$ cat src/rtl/alu_rv32.sv
// 32-bit RV32I integer ALU: combinational result and zero flag, plus a registered copy
// of both for pipelined or debug consumers.
module alu_rv32 #(
  parameter int unsigned WIDTH = 32
) (
  input  logic             clk,
  input  logic             rst,
  input  logic [WIDTH-1:0] A,
  input  logic [WIDTH-1:0] B,
  input  logic [3:0]       ALUOp,
  input  logic             en,
  output logic [WIDTH-1:0] ALURes,
  output logic             Zero,
  output logic [WIDTH-1:0] ALUResQ,
  output logic             ZeroQ
);

  localparam int unsigned ShW = $clog2(WIDTH);

  // Operation codes are {funct7[5], funct3}
  typedef enum logic [3:0] {
    OpAdd  = 4'b0000,
    OpSll  = 4'b0001,
    OpSlt  = 4'b0010,
    OpSltu = 4'b0011,
    OpXor  = 4'b0100,
    OpSrl  = 4'b0101,
    OpOr   = 4'b0110,
    OpAnd  = 4'b0111,
    OpSub  = 4'b1000,
    OpSra  = 4'b1101
  } alu_op_e;

  logic [ShW-1:0]   shamt;
  logic             lt_signed;
  logic             lt_unsigned;
  logic [WIDTH-1:0] res_q, res_d;
  logic             zero_q, zero_d;

  // Only the low log2(WIDTH) bits of B select the shift distance
  assign shamt       = B[ShW-1:0];
  assign lt_signed   = $signed(A) < $signed(B);
  assign lt_unsigned = A < B;

  // Decode the operation; unused codes produce zero
  always_comb begin
    ALURes = '0;
    case (ALUOp)
      OpAdd:   ALURes = A + B;
      OpSub:   ALURes = A - B;
      OpSll:   ALURes = A << shamt;
      OpSlt:   ALURes = {{(WIDTH-1){1'b0}}, lt_signed};
      OpSltu:  ALURes = {{(WIDTH-1){1'b0}}, lt_unsigned};
      OpXor:   ALURes = A ^ B;
      OpSrl:   ALURes = A >> shamt;
      OpSra:   ALURes = $signed(A) >>> shamt;
      OpOr:    ALURes = A | B;
      OpAnd:   ALURes = A & B;
      default: ALURes = '0;
    endcase
  end

  assign Zero = (ALURes == '0);

  // Capture the live result and flag only when enabled, otherwise hold
  always_comb begin
    res_d  = res_q;
    zero_d = zero_q;
    if (en) begin
      res_d  = ALURes;
      zero_d = Zero;
    end
  end

  // Registered copy; the captured flag clears to 0 rather than reflecting a zero result
  always_ff @(posedge clk or posedge rst) begin
    if (rst) begin
      res_q  <= '0;
      zero_q <= 1'b0;
    end else begin
      res_q  <= res_d;
      zero_q <= zero_d;
    end
  end

  assign ALUResQ = res_q;
  assign ZeroQ   = zero_q;

endmodule

$ cat config.mk
export PLATFORM = sky130hd
export DESIGN_NAME = alu_rv32
export DESIGN_NICKNAME = d
export VERILOG_FILES = /design/src/rtl/alu_rv32.sv
export SDC_FILE = /design/constraint.sdc
export NUM_CORES = 1
export LEC_CHECK = 0
export ABC_AREA = 1
export CELL_PAD_IN_SITES_DETAIL_PLACEMENT = 2
export CELL_PAD_IN_SITES_GLOBAL_PLACEMENT = 2
export CORE_ASPECT_RATIO = 1.2
export CORE_MARGIN = 2
export CORE_UTILIZATION = 36
export DETAILED_ROUTE_END_ITERATION = 8
export DONT_BUFFER_PORTS = 1
export MAX_ROUTING_LAYER = met4
export PLACE_DENSITY = 0.93
export SETUP_SLACK_MARGIN = 0.1
export SLEW_MARGIN = 20
export SYNTH_ARGS = -nofsm -noshare
export SYNTH_HDL_FRONTEND = slang
export SYNTH_SLANG_ARGS = --single-unit
$ cat constraint.sdc
create_clock -name clk -period 4.5 [get_ports clk]
set_clock_uncertainty 0.15 [all_clocks]
set_input_delay 0.45 -clock clk [delete_from_list [all_inputs] [get_ports clk]]
set_output_delay 0.45 -clock clk [all_outputs]
set_load 0.02 [all_outputs]
==> summary.md, run 1 <==
| Metric | Value |
|---|---|
| Number of distinct library cells after synthesis | 47 |
| Clock buffer count from CTS | 5 |
| Full die area | 0.0346 mm2 |
| Internal power component | 926 uW |
| H-tree levels | 2 |
| # placed instances | 2687 |
| Layout overhead on the synthesized area | 3.03% |
| Number of warnings issued by yosys | 0 |
| Crit path capture type | primary output |
| Utilization after layout | 37.3% |
| Antenna-violating nets left | 0 |
| Switch share | 60.1% |
| Remaining global-route overflow | 0 |
| Combined area of the multi-input logic cells | 0.00918 mm2 |
| List of cells traversed by the critical path | ha_1 > inv_1 > fa_1 > inv_1 > nand3_1 > nand3_2 > nand2_1 > nand2_1 > o21ai_0 > nand2_1 > nand3_1 > nor2_2 > nand2_1 > nor2_1 > nand2_1 > nor2_2 > and2_1 |
| DR WL met2 | 35.9 mm |
| Number of rows created at floorplan | 73 |
| Static leakage power | 0.00731 uW |
| Most used DFF post-synth | dfrtp_1 |
| Flip-flop and latch area | 826 um2 |
| Worst min-delay path category | input port to async pin |
| Gr usage total | 43.4% |
| Post-layout min period | 4350 ps |
| Worst-path fanout max | 4 |
| Area of the core | 0.0329 mm2 |
| Nets in the synthesized netlist | 2513 |
| Mean post-synth cell area | 5.09 um2 |
| Number of DRC markers in iteration 0 | 1346 |
| Antenna violations before repair | 0 |
| Maximum number of pins on one net before global-route repair | 68 |
| Final net count | 2452 |
| NetSw | 1400 uW |
| Number of endpoints with negative hold slack in the final report | 0 |
| Reg-to-reg critical path startpoint | ALUResQ[8]$_DFFE_PP0P_ |
| VDD IR max | 0.135 mV |
| Ant diodes | 0 |
| Cell count after synthesis | 2343 |
| Final count of negative-setup-slack endpoints | 0 |
| Critical path capture point | Zero |
| Clock transition at the registers of the reported paths | 60 ps |
| Instance count on the critical path | 17 |
| Die Y-Extent | 203 um |
| Total detailed-routing wirelength | 74.1 mm |
| Total power after layout | 2320 uW |
| Ratio of total power to cell area | 189 mW/mm2 |
| Initial Utilization | 36.2% |
| Fraction of synthesis flops using an asynchronous set or reset pin | 100% |
| Die Width | 170 um |
| Length of routed met3 wiring | 4.52 mm |
| Ratio of cells with drive above 1 in the final layout | 5.74% |
| Number of global-route vias before repair | 18000 |
| Synth top area cells | nand2_1 (26%), nand3_1 (18%), inv_1 (11%) |
| Reg2reg end | ALUResQ[8]$_DFFE_PP0P_ |
| Top-area cell type share of the netlist area | 25.8% |
| Avg Vias per Cell | 6.16 |
| CP arrival | 3750 ps |
| Sequential cell area fraction in the yosys report | 6.93% |
| Final-layout fill cell count | 4560 |
| Relative max-transition margin | 28.9% |
| Cts-stage hold buffer count | 0 |
| Relative contribution of combinational cells to total power | 65.9% |
| Fin Setup TNS | 0 ps |
| Top layer in use | met4 |
| Routability congestion estimate from global placement | 1.07 |
| Post-route DRC violation count | 2 |
| Wire length of the first global-routing pass | 110 mm |
| Largest delay contributor family on the critical path | simple AND/OR/NAND/NOR gates |
| Depth of the worst register-to-register path | 2 |
| Max-capacitance violation count | 0 |
| Sinks on the clock net | 33 |
| Worst endpoint required time | 3900 ps |
| Failing checks | DRC |
| Worst path slowest cell | fa_1 |
| Max Slew Vio Count | 0 |
| Clock latency reported for the late side of the worst-skew pair | 300 ps |
| Buffers plus inverters on the worst setup path | 2 |
| Post-route worst hold slack | 24.9 ps |
| Mapped Area | 0.0119 mm2 |
| Metal1 wirelength | 27.4 mm |
| I/O pin total | 137 |
| Fraction of power consumed by the clock network | 16.0% |
| Part of the total power dissipated in sequential elements | 18.1% |
| Most common cell type on the critical path | nand2_1 |
| Unrepaired setup endpoints after global routing | false |
| Number of enable flip-flop cells after synthesis | 0 |
| Worst Setup Start Kind | input port |
| Critical path class | input port to primary output |
| Max stage delay on crit path | 430 ps |
| Root buffer cell | clkbuf_16 |
| FF+latch count, synth | 33 |
| Max Root-Sink Buffers | 2 |
| Routed via count | 16600 |
| Detailed Routing Iterations Pass 1 | 8 |
| Clock tree from TritonCTS | yes |
| Final Cycle Share | 96.6% |
| Least-Margin Pin Slew | 1060 ps |
| Achievable Freq | 230 MHz |
| Number of port buffers | 0 |
| Final standard cell count with taps included and fillers excluded | 2695 |
| Launch point of the worst path | A[0] |
| Outcome | finished, violations left |
| Routed wire per std cell | 27.5 um |
| Top cell type by total area after synthesis | nand2_1 |
| Worst reg-to-reg setup slack | 2990 ps |
| Dpl hpwl | 61.4 mm |
==> placed cells by master, fill, tap and decap left out, types with 8 or more instances in the layout <==
cell / netlist / final
a21oi_1: 69 / 69
o21ai_1: 8 / 8
nand2_1: 819 / 819
inv_2: 10 / 10
nor3_1: 18 / 17
o22ai_1: 22 / 22
and2_1: 11 / 11
ha_1: 97 / 95
dfrtp_1: 33 / 33
nor2_2: 23 / 25
nand4_1: 21 / 21
nand2_2: 20 / 20
o21ai_0: 60 / 60
nand3_2: 7 / 8
nand2_4: 10 / 10
nor2_1: 177 / 174
nand3_1: 420 / 419
o211ai_1: 12 / 12
inv_1: 355 / 355
buf_4: 12 / 29
==> Yosys cell counts, types with 5 or more instances <==
cell type  instances
a31oi_1            6
nor3_1            18
o21ai_0           60
o211ai_1          12
o21bai_1           5
nand2_1          819
clkbuf_1          19
o21ai_1            8
buf_6              8
ha_1              97
nand3_1          420
nand2_4           10
nor2_4             5
buf_2             55
inv_1            355
nand2_2           20
inv_2             10
nand4_1           21
a21oi_1           69
a211oi_1           7
nor2_2            23
o22ai_1           22
nand3_2            7
and2_1            11
nor2_1           177
buf_4             12
dfrtp_1           33
==> flip-flops by register name, indices dropped and copies added (netlist names) <==
register and count:
ALUResQ 32, ZeroQ 1
==> final cells by class <==
class                   instances  share of cell area, %
multi-input cells            1845                   74.7
clock buffers                   6                   1.05
repair buffers                 30                   1.94
inverters                     367                   11.3
flip-flops and latches         33                   6.73
clock inverters                 2                 0.0815
well taps                     412                   4.20
==> how the worst min path moves through the flow <==
stage / startpoint / end / slack, ps / cells past startpoint
floorplan: rst / ALUResQ[0]$_DFFE_PP0P_ / 430 / 1
global placement: rst / ALUResQ[7]$_DFFE_PP0P_ / 300 / 2
detailed placement: rst / ALUResQ[5]$_DFFE_PP0P_ / 340 / 2
CTS: rst / ALUResQ[3]$_DFFE_PP0P_ / 40 / 2
global route: rst / ALUResQ[12]$_DFFE_PP0P_ / 60 / 2
finish: rst / ALUResQ[5]$_DFFE_PP0P_ / 20 / 2
==> metrics by stage <==
stage / worst slack (ps) / cell area [um2]
3_3_place_gp: 276 / 12100
5_1_grt: 101 / 12300
2_1_floorplan: 911 / 11900
4_1_cts: 134 / 12300
6_report: 153 / 12300
3_5_place_dp: 176 / 12100
==> per-layer routing <==
layer / track usage, % / vias to the layer above
met4: 29.7 / 0
met1: 46.8 / 8171
li1: - / 7278
met3: 5.90 / 351
met2: 73.9 / 794
met5: - / -
==> power by group through the flow <==
stage / Clock, uW / Sequential, uW / Combinational [uW]
5_1_grt: 378 / 421 / 1630
2_1_floorplan: 0 / 405 / 979
4_1_cts: 361 / 418 / 1470
3_3_place_gp: 0 / 415 / 1360
6_report: 372 / 419 / 1530
3_5_place_dp: 0 / 422 / 1460
==> worst register-to-register path, cell delays in order (launching register included) <==
cell and delay [ps]:
dfrtp_1 540, nand2_1 130, o21ai_0 390
==> cell families (layout without fill, tap and decap cells) <==
family | Yosys count | count (layout) | share of synthesized area, %
AOI/OAI and AO/OA | 199 | 199 | 9.55
xor gates and xnor gates | 2 | 2 | 0.147
adders and majority gates | 99 | 99 | 10.5
buffers and inverters | 465 | 405 | 16.3
DFF | 33 | 33 | 6.93
and+or+nand+nor | 1545 | 1545 | 56.5
==> repair_timing <==
| item | 4_1_cts | 5_1_grt |
|---|---|---|
| pin swaps | 0 | 0 |
| buffers inserted | 0 | 0 |
| gates resized for setup | 1 | 7 |
| endpoints found under the setup margin | 1 | 1 |
Note: power is estimated with default switching activity, not from simulation.
==> run 2, diff against run 1 <==
--- a/config.mk
+++ b/config.mk
@@ -6,15 +6,15 @@
 export NUM_CORES = 1
 export LEC_CHECK = 0
 export ABC_AREA = 1
-export CELL_PAD_IN_SITES_DETAIL_PLACEMENT = 2
-export CELL_PAD_IN_SITES_GLOBAL_PLACEMENT = 2
+export CELL_PAD_IN_SITES_DETAIL_PLACEMENT = 0
+export CELL_PAD_IN_SITES_GLOBAL_PLACEMENT = 1
 export CORE_ASPECT_RATIO = 1.2
 export CORE_MARGIN = 2
-export CORE_UTILIZATION = 36
+export CORE_UTILIZATION = 40
 export DETAILED_ROUTE_END_ITERATION = 8
 export DONT_BUFFER_PORTS = 1
 export MAX_ROUTING_LAYER = met4
-export PLACE_DENSITY = 0.93
+export PLACE_DENSITY = 0.8
 export SETUP_SLACK_MARGIN = 0.1
 export SLEW_MARGIN = 20
 export SYNTH_ARGS = -nofsm -noshare
==> run 2 against run 1 <==
Highest routed layer unchanged. Worst setup slack better by 310 ps. Hold slack worse by 17 ps. Utilization is 3.9 points higher. Sequential power is 2% lower. The flow now finishes without violations. Register-to-register slack better by 540 ps. Sequential share of layout area is 0.080 points higher. Critical path depth is 3 lower. Count of clock-buffer cells in the layout stayed put. Sequential cell count stayed put. Largest cell class unchanged.
==> summary.md, run 2 (same netlist as run 1, synthesis figures left out) <==
| Metric | Value |
|---|---|
| Maximum number of pins on one net before global-route repair | 68 (unchanged) |
| Launch point of the worst path | A[24] |
| Relative max-transition margin | 31.9% (+3.0 points) |
| Clock transition at the registers of the reported paths | 50 ps (about the same) |
| Count of buffers added by post-CTS timing repair for setup | 0 (unchanged) |
| Final net count | 2440 (-0.49%) |
| Reg-to-reg critical path startpoint | ALUResQ[11]$_DFFE_PP0P_ |
| Outcome | finished clean |
| Critical path capture point | Zero |
| Area of the core | 0.0294 mm2 (-10%) |
| Worst min-delay path category | input port to async pin |
| Number of endpoints with negative hold slack in the final report | 0 (unchanged) |
| Largest register FFs | 32 (unchanged) |
| Ant diodes | 0 (unchanged) |
| Dpl hpwl | 48.0 mm (-22%) |
| H-tree levels | 2 (unchanged) |
| Antenna-violating nets left | 0 (unchanged) |
| Fin Setup TNS | 0 ps (unchanged) |
| Post-layout min period | 4040 ps (-308 ps) |
| Worst Setup Start Kind | input port |
| Cts-stage hold buffer count | 0 (unchanged) |
| Root buffer cell | clkbuf_16 |
| Crit path capture type | primary output |
| Die Width | 162 um (-5.0%) |
| Die Y-Extent | 193 um (-5.0%) |
| Clock buffer count from CTS | 5 (unchanged) |
| Routability congestion estimate from global placement | 1.05 (-1.8%) |
| Ratio of total power to cell area | 174 mW/mm2 (-8.2%) |
| Gr usage total | 36.6% (-6.9 points) |
| Post-route DRC violation count | 0 (-2) |
| Number of port buffers | 0 (unchanged) |
| Clock latency reported for the late side of the worst-skew pair | 280 ps (-20 ps) |
| Depth of the worst register-to-register path | 2 (unchanged) |
| Routed wire per std cell | 21.7 um (-21%) |
| Number of DRC markers in iteration 0 | 1513 (+12%) |
| Remaining global-route overflow | 0 (unchanged) |
| Critical path class | input port to primary output |
| Achievable Freq | 248 MHz (+7.6%) |
| Least-Margin Pin Slew | 1020 ps (-37.7 ps) |
| Wire length of the first global-routing pass | 84.0 mm (-24%) |
| Number of global-route vias before repair | 14000 (-22%) |
| Ratio of cells with drive above 1 in the final layout | 4.93% (-0.81 points) |
| Final count of negative-setup-slack endpoints | 0 (unchanged) |
| Post-route worst hold slack | 7.78 ps (-17.1 ps) |
| Detailed Routing Iterations Pass 1 | 6 (-2) |
| Worst reg-to-reg setup slack | 3530 ps (+540 ps) |
| Most frequent cells in the layout | nand2_1 (819), nand3_1 (420), inv_1 (355) |
| CP arrival | 3440 ps (-310 ps) |
| Max Root-Sink Buffers | 2 (unchanged) |
| Full die area | 0.0312 mm2 (-9.8%) |
| Final Cycle Share | 89.8% (-6.8 points) |
| Max-capacitance violation count | 0 (unchanged) |
| VDD IR max | 0.230 mV (+70%) |
| Antenna violations before repair | 0 (unchanged) |
| Avg Vias per Cell | 5.73 (-6.9%) |
| Total detailed-routing wirelength | 57.7 mm (-22%) |
| Worst-path fanout max | 11 (+7) |
| Number of rows created at floorplan | 69 (-5.5%) |
| Initial Utilization | 40.5% (+4.2 points) |
| Worst endpoint required time | 3900 ps (about the same) |
| PostCTS Resize Cnt | 0 (-1) |
| Sinks on the clock net | 33 (unchanged) |
| Most common library cell in the layout ignoring fill and taps | nand2_1 |
| Reg2reg end | ALUResQ[11]$_DFFE_PP0P_ |
| Static leakage power | 0.00724 uW (-0.89%) |
| I/O pin total | 137 (unchanged) |
| Layout overhead on the synthesized area | 1.82% |
| Routed via count | 15200 (-8.1%) |
| Clock tree from TritonCTS | yes |
| Unrepaired setup endpoints after global routing | false |
| Max Slew Vio Count | 0 (unchanged) |
| Total power after layout | 2110 uW (-9.3%) |
-- run 2: cell types whose count changed in the layout (fill, tap and decap cells not counted), moves of 2 or more --
cell    before  now
buf_4       29   17
ha_1        95   97
ha_2         2    0
nor2_1     174  177
nor2_2      25   23
-- run 2: final cells by class --
cell class | instances | area (um2)
fillers | 3442 | 17300
multi-input cells | 1845 | 9150
inverters | 367 | 1390
flip-flops and latches | 33 | 826
well taps | 390 | 488
repair buffers | 18 | 148
clock buffers | 6 | 129
clock inverters | 2 | 10.0
-- run 2: worst min-delay path by stage --
stage          from                      end  slack, ps  depth (start not counted)
2_1_floorplan   rst   ALUResQ[0]$_DFFE_PP0P_        430                          1
3_3_place_gp    rst  ALUResQ[28]$_DFFE_PP0P_        300                          2
3_5_place_dp    rst  ALUResQ[30]$_DFFE_PP0P_        310                          2
4_1_cts         rst  ALUResQ[30]$_DFFE_PP0P_         20                          2
5_1_grt         rst  ALUResQ[25]$_DFFE_PP0P_         50                          2
6_report        rst  ALUResQ[30]$_DFFE_PP0P_          8                          2
-- run 2: where the power goes --
group	internal, uW	switching, uW	total (uW)	leakage, uW
Sequential	334	76.4	411	0.000432
Clock	203	127	330	0.0000706
Combinational	370	995	1360	0.00674
-- run 2: worst max-delay path, cell delays in order --
cell and delay [ps]:
inv_1 20, ha_1 460, nor2_1 270, nand2_1 100
nor4_1 690, nand3_1 360, nand2_1 220, nor2_1 70
nor2_2 110, nand2_1 90, nor2_1 90, nand3_1 130
nor2_2 110, and2_1 260
-- run 2: metrics by stage --
stage | std cells | setup WS (ps) | instance area, um2 | utilization, %
2_1_floorplan | 2343 | 911 | 11900 | -
3_3_place_gp | 2653 | 428 | 12000 | 40.7
3_5_place_dp | 2653 | 454 | 12000 | 40.7
4_1_cts | 2661 | 443 | 12100 | 41.2
5_1_grt | 2661 | 252 | 12100 | 41.2
6_report | 2661 | 461 | 12100 | 41.2
-- run 2: per-layer routing --
layer | GRT usage [%] | share of wire [%]
met5 | - | 0
met4 | 19.7 | 6.8
met3 | 2.87 | 7.2
met2 | 62.0 | 47
met1 | 43.3 | 39
==> run 3, diff against run 2 <==
==> constraint.sdc (replaced) <==
create_clock -name clk -period 4.5 [get_ports clk]
set_clock_uncertainty 0.15 [all_clocks]
set_input_delay 0.225 -clock clk [delete_from_list [all_inputs] [get_ports clk]]
set_output_delay 0.225 -clock clk [all_outputs]
set_load 0.02 [all_outputs]
==> run 3 against run 2 <==
Maximum frequency rose by 5.5%. Clock power about the same. Global-route usage is 0.51 points lower. Combinational power barely moved. Hold slack better by 160 ps. Count of clock-buffer cells in the layout is the same. Critical endpoint unchanged. Register-to-register slack better by 30 ps. Sequential share of layout area is essentially flat. Final cell count shrank 0.15%. Worst setup slack gained 210 ps. Largest power group unchanged. Sequential cell count did not move.
==> summary.md, run 3 (same netlist as run 1, synthesis figures left out) <==
| Metric | Value |
|---|---|
| NetSw | 1170 uW (-2.8%) |
| Clock tree from TritonCTS | yes |
| Number of rows created at floorplan | 69 (unchanged) |
| Final net count | 2435 (-0.20%) |
| Worst reg-to-reg setup slack | 3560 ps (+30 ps) |
| Antenna-violating nets left | 0 (unchanged) |
| Layout overhead on the synthesized area | 1.46% |
| Routed via count | 14900 (-2.1%) |
| Launch point of the worst path | B[16] |
| Global-route met1 utilization | 41.5% (-1.8 points) |
| Full die area | 0.0312 mm2 (unchanged) |
| Clock latency reported for the late side of the worst-skew pair | 280 ps (about the same) |
| Fin Setup TNS | 0 ps (unchanged) |
| Area of the core | 0.0294 mm2 (unchanged) |
| Number of DRC markers in iteration 0 | 1407 (-7.0%) |
| Placement-stage worst setup slack | 726 ps (+272 ps) |
| I/O pin total | 137 (unchanged) |
| Setup WS post-layout | 671 ps (+211 ps) |
| Most Used Layer, Global Route | met2 |
| Outcome | finished clean |
| Depth of the worst register-to-register path | 2 (unchanged) |
| Critical path class | input port to primary output |
| Post-layout min period | 3830 ps (-211 ps) |
| Dpl hpwl | 46.7 mm (-2.6%) |
| Max Slew Vio Count | 0 (unchanged) |
| Post-route DRC violation count | 0 (unchanged) |
| Reg2reg end | ALUResQ[28]$_DFFE_PP0P_ |
| Largest register FFs | 32 (unchanged) |
| Remaining global-route overflow | 0 (unchanged) |
| Relative contribution of combinational cells to total power | 64.2% (-0.6 points) |
| H-tree levels | 2 (unchanged) |
| Maximum number of pins on one net before global-route repair | 68 (unchanged) |
| VDD IR max | 0.173 mV (-25%) |
| Fraction of power consumed by the clock network | 15.9% (+0.2 points) |
| Static leakage power | 0.00722 uW (-0.39%) |
| Die Y-Extent | 193 um (unchanged) |
| Crit path capture type | primary output |
| Internal power component | 901 uW (-0.69%) |
| CP arrival | 3450 ps (about the same) |
| Die Width | 162 um (unchanged) |
| Clock buffer count from CTS | 5 (unchanged) |
| Max Root-Sink Buffers | 2 (unchanged) |
| Total detailed-routing wirelength | 56.1 mm (-2.7%) |
| Switch share | 56.4% (-0.53 points) |
| Routed wire per std cell | 21.1 um (-2.6%) |
| Initial Utilization | 40.5% (unchanged) |
| Routability congestion estimate from global placement | 1.04 (-0.34%) |
| Clock transition at the registers of the reported paths | 50 ps (about the same) |
| Global routing met3 resource utilization | 4.19% (+1.3 points) |
| Number of port buffers | 0 (unchanged) |
| Antenna violations before repair | 1 (+1) |
| Gr usage total | 36.1% (-0.51 points) |
| Number of endpoints with negative hold slack in the final report | 0 (unchanged) |
| Final-layout fill cell count | 3471 (+0.84%) |
| Critical path capture point | Zero |
| Number of global-route vias before repair | 14100 (+0.071%) |
| Unrepaired setup endpoints after global routing | false |
| Most frequent cells in the layout | nand2_1 (819), nand3_1 (420), inv_1 (355) |
| Root buffer cell | clkbuf_16 |
| Ratio of total power to cell area | 171 mW/mm2 (-1.5%) |
| Worst min-delay path category | input port to flop |
| Worst-path fanout max | 9 (-2) |
| PostCTS Resize Cnt | 0 (unchanged) |
| Wire length of the first global-routing pass | 82.7 mm (-1.5%) |
| Achievable Freq | 261 MHz (+5.5%) |
| Avg Vias per Cell | 5.62 (-2.0%) |
| Worst endpoint required time | 4120 ps (+220 ps) |
| Detailed Routing Iterations Pass 1 | 8 (+2) |
| Final count of negative-setup-slack endpoints | 0 (unchanged) |
| Most common library cell in the layout ignoring fill and taps | nand2_1 |
| Final Cycle Share | 85.1% (-4.7 points) |
| Ratio of cells with drive above 1 in the final layout | 4.63% (-0.30 points) |
| Total power after layout | 2070 uW (-1.9%) |
| Least-Margin Pin Slew | 1060 ps (+37.7 ps) |
| Utilization after layout | 41.1% (-0.14 points) |
| Max-capacitance violation count | 0 (unchanged) |
| Relative max-transition margin | 29.4% (-2.5 points) |
| Sinks on the clock net | 33 (unchanged) |
| Worst Setup Start Kind | input port |
| M2 GR Usage | 62.6% (+0.59 points) |
| Part of the total power dissipated in sequential elements | 19.9% (+0.4 points) |
| Reg-to-reg critical path startpoint | ALUResQ[28]$_DFFE_PP0P_ |
run 3: how the worst min path moves through the flow:
| stage | to | slack [ps] | start | depth (start not counted) |
|---|---|---|---|---|
| final | ALUResQ[0]$_DFFE_PP0P_ | 170 | ALUOp[0] | 3 |
| after global placement | ALUResQ[28]$_DFFE_PP0P_ | 70 | rst | 2 |
| after global routing | ALUResQ[0]$_DFFE_PP0P_ | 170 | ALUOp[0] | 3 |
| after CTS | ALUResQ[0]$_DFFE_PP0P_ | 180 | ALUOp[0] | 3 |
| after detailed placement | ALUResQ[27]$_DFFE_PP0P_ | 90 | rst | 2 |
| after floorplan | ALUResQ[0]$_DFFE_PP0P_ | 200 | rst | 1 |
run 3: power by group through the flow:
stage	Combinational [uW]	Clock, uW	Sequential (uW)
final	1330	329	410
after CTS	1300	330	411
after detailed placement	1290	0	416
after floorplan	979	0	405
after global routing	1470	343	415
after global placement	1290	0	415
run 3: critical path, cell delays in order:
cell and delay (ps):
inv_1 30, ha_1 490, nand2_1 210, nor2_1 300, nand2_1 230, nor4_1 540, nand2_1 300, nand2_1 110
nand2_1 50, nand3_1 70, nand2_1 80, nor2_2 170, nand2_1 70, nor2_1 100, nand2_1 80, nor2_2 120
and2_1 270
run 3: layer usage:
metal	routed length, um	vias to the layer above
met5	0	-
met4	3310	0
met3	3960	136
met2	27300	647
met1	21600	6894
li1	-	7248
run 3: per-stage QoR:
| step | std cells | cell area, um2 | hold slack (ps) |
|---|---|---|---|
| 6_report | 2657 | 12100 | 172 |
| 3_5_place_dp | 2646 | 11900 | 87.2 |
| 3_3_place_gp | 2646 | 11900 | 71.4 |
| 5_1_grt | 2657 | 12100 | 171 |
| 2_1_floorplan | 2343 | 11900 | 204 |
| 4_1_cts | 2656 | 12100 | 175 |
run 3: cell type report:
cell class	count	area (um2)	area share [%]
clock inverters	2	10.0	0.0828
well taps	390	488	4.04
repair buffers	13	103	0.849
inverters	367	1390	11.5
multi-input cells	1845	9150	75.7
flip-flops and latches	33	826	6.83
diodes	1	2.50	0.0207
clock buffers	6	129	1.07
run 3: timing repair:
| item | CTS | global route |
|---|---|---|
| hold buffers | 2 | 0 |
| setup buffers | 0 | 0 |
| hold endpoints to repair | 40 | 0 |
